$ cat src/rtl/apbuart_apb_master.sv
`default_nettype none
// ============================================================================
// Module   : apbuart_apb_master
// Purpose  : Single-transfer APB master that feeds the UART APB slave port.
//            Optional macro APB_WAIT_EN enables pready_i wait states with a
//            WAIT_MAX-cycle timeout abort.
// Revision : 1.0 - initial release
// ============================================================================
module apbuart_apb_master #(
  parameter int ADDR_W   = 8,
  parameter int DATA_W   = 32,
  parameter int WAIT_MAX = 16
) (
  input  logic              clk,
  input  logic              rst,
  input  logic              cmd_valid_i,
  output logic              cmd_ready_o,
  input  logic              cmd_write_i,
  input  logic [ADDR_W-1:0] cmd_addr_i,
  input  logic [DATA_W-1:0] cmd_wdata_i,
  output logic              psel_o,
  output logic              penable_o,
  output logic              pwrite_o,
  output logic [ADDR_W-1:0] paddr_o,
  output logic [DATA_W-1:0] pwdata_o,
  input  logic [DATA_W-1:0] prdata_i,
  input  logic              pready_i,
  input  logic              pslverr_i,
  output logic              rsp_valid_o,
  output logic [DATA_W-1:0] rsp_rdata_o,
  output logic              rsp_err_o
);

  localparam logic [1:0] S_IDLE   = 2'd0;
  localparam logic [1:0] S_SETUP  = 2'd1;
  localparam logic [1:0] S_ACCESS = 2'd2;

  logic [1:0]        r_state;
  logic [1:0]        w_state_nxt;
  logic              r_psel;
  logic              r_penable;
  logic              r_pwrite;
  logic [ADDR_W-1:0] r_paddr;
  logic [DATA_W-1:0] r_pwdata;
  logic              r_rsp_valid;
  logic [DATA_W-1:0] r_rsp_rdata;
  logic              r_rsp_err;

  logic w_accept;
  logic w_done;
  logic w_abort;
  logic w_complete;
  logic w_psel_nxt;
  logic w_penable_nxt;

  assign cmd_ready_o = (r_state == S_IDLE) & ~rst;
  assign w_accept    = cmd_valid_i & cmd_ready_o;

`ifdef APB_WAIT_EN
  localparam int CNT_W = (WAIT_MAX > 1) ? $clog2(WAIT_MAX) : 1;

  logic [CNT_W-1:0] r_wait_cnt;

  assign w_done  = pready_i;
  assign w_abort = ~pready_i & (r_wait_cnt == CNT_W'(WAIT_MAX - 1));

  always_ff @(posedge clk) begin
    if (rst) begin
      r_wait_cnt <= '0;
    end else if (w_accept) begin
      r_wait_cnt <= '0;
    end else if ((r_state == S_ACCESS) && !pready_i && !w_abort) begin
      r_wait_cnt <= r_wait_cnt + CNT_W'(1);
    end
  end
`else
  // Without wait states every ACCESS phase is a single cycle.
  logic w_unused_pready;
  assign w_unused_pready = pready_i | (WAIT_MAX == 0);
  assign w_done          = 1'b1;
  assign w_abort         = 1'b0;
`endif

  always_ff @(posedge clk) begin
    if (rst) r_state <= S_IDLE;
    else     r_state <= w_state_nxt;
  end

  always_comb begin
    w_state_nxt = r_state;
    case (r_state)
      S_IDLE:   if (w_accept) w_state_nxt = S_SETUP;
      S_SETUP:  w_state_nxt = S_ACCESS;
      S_ACCESS: if (w_done || w_abort) w_state_nxt = S_IDLE;
      default:  w_state_nxt = S_IDLE;
    endcase
  end

  always_comb begin
    w_complete    = (r_state == S_ACCESS) & (w_done | w_abort);
    w_psel_nxt    = (w_state_nxt != S_IDLE);
    w_penable_nxt = (w_state_nxt == S_ACCESS);
  end

  always_ff @(posedge clk) begin
    if (rst) begin
      r_psel      <= 1'b0;
      r_penable   <= 1'b0;
      r_pwrite    <= 1'b0;
      r_paddr     <= '0;
      r_pwdata    <= '0;
      r_rsp_valid <= 1'b0;
      r_rsp_rdata <= '0;
      r_rsp_err   <= 1'b0;
    end else begin
      r_psel      <= w_psel_nxt;
      r_penable   <= w_penable_nxt;
      r_rsp_valid <= w_complete;
      if (w_accept) begin
        r_pwrite <= cmd_write_i;
        r_paddr  <= cmd_addr_i;
        r_pwdata <= cmd_wdata_i;
      end
      if (w_complete) begin
        r_rsp_err <= w_abort | pslverr_i;
        // A timeout keeps the previous read data.
        if (!r_pwrite && !w_abort) r_rsp_rdata <= prdata_i;
      end
    end
  end

  assign psel_o      = r_psel;
  assign penable_o   = r_penable;
  assign pwrite_o    = r_pwrite;
  assign paddr_o     = r_paddr;
  assign pwdata_o    = r_pwdata;
  assign rsp_valid_o = r_rsp_valid;
  assign rsp_rdata_o = r_rsp_rdata;
  assign rsp_err_o   = r_rsp_err;

endmodule
`default_nettype wire

$ cat config.mk
export PLATFORM = sky130hd
export DESIGN_NAME = apbuart_apb_master
export DESIGN_NICKNAME = d
export VERILOG_FILES = /design/src/rtl/apbuart_apb_master.sv
export SDC_FILE = /design/constraint.sdc
export NUM_CORES = 1
export LEC_CHECK = 0
export BUFFER_PORTS_ARGS = -buffer_cell sky130_fd_sc_hd__buf_4
export CORE_MARGIN = 2
export CORE_UTILIZATION = 47
export CTS_CLUSTER_DIAMETER = 120
export DETAILED_ROUTE_END_ITERATION = 10
export GPL_TIMING_DRIVEN = 0
export PLACE_DENSITY = 0.91
export SKIP_LAST_GASP = 1
export SYNTH_ARGS = -nofsm -noshare
export SYNTH_HDL_FRONTEND = slang
export SYNTH_SLANG_ARGS = --single-unit
$ cat constraint.sdc
create_clock -name clk -period 2.4 [get_ports clk]
set_clock_uncertainty 0.15 [all_clocks]
set_input_delay 0 -clock clk [delete_from_list [all_inputs] [get_ports clk]]
set_output_delay 0 -clock clk [all_outputs]
set_load 0.01 [all_outputs]
==> flow_metrics.tcl <==
set metrics [dict create \
    outcome "complete, no violations" \
    ys.flop_type "dfxtp_1" \
    numClockSinks 78 \
    yosysMostFrequentCell "nand2_1" \
    worstPathCellList "buf_2 -> nor3b_2 -> nand2_1 -> dlygate4sd3_1 -> a21oi_1" \
    layout-drive-gt1-share_pct 32.4 \
    syn_inst 337 \
    drt_wl_total_mm 11.1 \
    fin_nets 656 \
    io_pins 156 \
    routed.top_layer "met4" \
    die_h_um 80.5 \
    grt_max_degree 14 \
    wl_met2_mm 5.61 \
    leakagePower_nw 2.23 \
    slew_headroom_pct 62.3 \
    setup_viol 0 \
    cts_max_path_buffers 2 \
    peakVddDrop_mv 0.505 \
    worst_pin_slew_ns 0.566 \
    clock-root-buffer "clkbuf_8" \
    firstDrtPassIters 5 \
    power.density_nw_per_um2 620 \
    wl_met1_mm 3.94 \
    critPathBufInv 2 \
    async_flop_share_pct 0 \
    fin_crit_sh_pct 79.2 \
    fillers 226 \
    yosys-top-cells-count "nand2_1, dfxtp_1, a21oi_1, buf_2" \
    place_hpwl_mm 5.77 \
    fmax_mhz 526 \
    track_usage_pct 33.8 \
    grt_setup_unrepaired "no" \
    setup.worst_path.class "flip-flop to flip-flop" \
    period_minus_slack_ns 1.90 \
    startpoint "r_state[0]" \
    cp.arrival_ns 2.01 \
    die_w_um 80.5 \
    vias_per_cell 5.20 \
    cts_buffers 9 \
    gp_congestion 0.773 \
    clk_latency_ns 0.34 \
    synth_edf_count 0 \
    post_cts_resized 0 \
    drc_errors 0 \
    critPathCaptureType "flip-flop" \
    h-tree-depth 3 \
    crit_slowest_cell "dlygate4sd3_1" \
    multi_input_area_um2 1010 \
    crit_cells 5 \
    post-place-cells 562 \
    min-delay-start "rst" \
    yosysUniqueCellTypes 15 \
    yosysWarningCount 0 \
    met3WireLength_um 913 \
    gr-total-overflow 0 \
    setup_tns_ns 0 \
    drt_iter0_markers 163 \
    synth.avg_cell_area_um2 8.16 \
    critPathTopFamily "buffers and inverters" \
    pre_cts_slack_ns 0.854 \
    setup_ws_ns 0.500 \
    rr_startpoint "r_state[0]" \
    crit_path_max_incr_delay_ns 0.58 \
    initial_utilization_pct 49.3 \
    dieArea_um2 6480 \
    slew_violations 0 \
    synth_seq_cells 78 \
    seq_area_um2 1560 \
    r2r_end "pwdata_o[27]" \
    final-instance-count-excl-fill 656 \
    antenna_found_initial 0 \
    critPathMaxFanout 8 \
    syn_area_um2 2750 \
    final_cell_area_um2 5000 \
    min_delay_worst_endpoint "rsp_rdata_o[13]" \
    port_buffers 153 \
    cts_tree "built" \
    hold_viol 0 \
    num_vias 3410 \
    detail-route-antenna-nets 0 \
    reg2reg_setup_slack_ns 0.50 \
    grt_pass1_vias 3462 \
    synthesis.nets 415 \
    startpoint_type "flip-flop" \
    ys_top_cells_by_area "dfxtp_1, nand2_1, a21oi_1" \
    clkSlewWorstSetupHoldPaths_ns 0.08 \
    yosys.area.top_type_share_pct 56.8 \
    core.rowCount 27 \
    holdPathStages 3 \
    wl_per_cell_um 16.9 \
    whs_ns 0.0755 \
    ff2ff_path_depth 5 \
    drv_cap 0 \
    min_path_type "primary input to flip-flop" \
    core_um2 5570 \
    syn2layout_area_growth_pct 81.8 \
    ys_seq_area_share_pct 56.8 \
    grt_pass1_wl_mm 16.5 \
    crit_required_ns 2.51 \
    yosys.area.top_type "dfxtp_1" \
    place_area_um2 3990 \
]
-- cell usage in the layout (no fill, tap or decap), drive strengths merged --
master and n:
dlygate4sd3 77, bufinv 3, buf 172, nor2b 2, a21oi 73, clkbuf 18
nor2 2, clkinvlp 2, nor3 2, nand2 146, mux2i 1, or3b 2
and2 1, diode 1, clkinv 1, nor3b 3, dfxtp 78
-- stage by stage --
stage | power [mW] | util (%)
floorplan | 1.59 | -
global placement | 1.80 | 71.5
detailed placement | 1.82 | 71.5
CTS | 3.06 | 89.6
global route | 3.19 | 89.6
finish | 3.10 | 89.7
-- worst max-delay path by stage --
stage / endpoint / slack (ns)
final: pwdata_o[27] / 0.50
after global routing: pwdata_o[27] / 0.41
after CTS: pwdata_o[27] / 0.62
after detailed placement: paddr_o[3] / 0.85
after global placement: paddr_o[4] / 0.90
after floorplan: rsp_rdata_o[10] / 0.90
-- state kept, by name, summed over array words and instances, names as in the netlist --
name / flops
paddr_o: 8
psel_o: 1
pwdata_o: 32
pwrite_o: 1
r_state: 2
rsp_err_o: 1
rsp_rdata_o: 32
rsp_valid_o: 1
-- power by group --
| group | internal [mW] | switching, mW |
|---|---|---|
| logic | 0.297 | 0.235 |
| clock network | 0.690 | 0.489 |
| registers | 1.35 | 0.0364 |
| total | 2.34 | 0.761 |
-- layout make-up --
cell class / count / area share (%)
Tap cell: 72 / 1.80
Multi-Input combinational cell: 232 / 20.2
Antenna cell: 1 / 0.0501
Timing Repair Buffer: 230 / 38.4
Sequential cell: 78 / 31.2
Buffer: 27 / 3.55
Clock inverter: 6 / 2.20
Clock buffer: 10 / 2.55
-- layer usage --
layer  track usage, %  vias to the layer above
li1                 -                     1558
met5                0                        -
met3             8.76                       61
met4             22.9                        0
met2             59.2                      203
met1             35.2                     1588
-- worst register-to-register path: stages (launching register included) --
cell	delay [ns]
dfxtp_1	0.31
buf_2	0.16
nor3b_2	0.35
nand2_1	0.12
dlygate4sd3_1	0.58
a21oi_1	0.16
-- kinds of logic after synthesis --
family	after synthesis	synth area share (%)
simple gates	158	23.1
compound gates	73	13.3
buf+inv	27	6.46
flops	78	56.8
mux	1	0.364
-- repair_timing --
item	in CTS	in global routing
hold endpoints to repair	76	0
hold buffers	77	0
setup buffers	0	0
No activity file was read; power rests on OpenSTA's default activity.
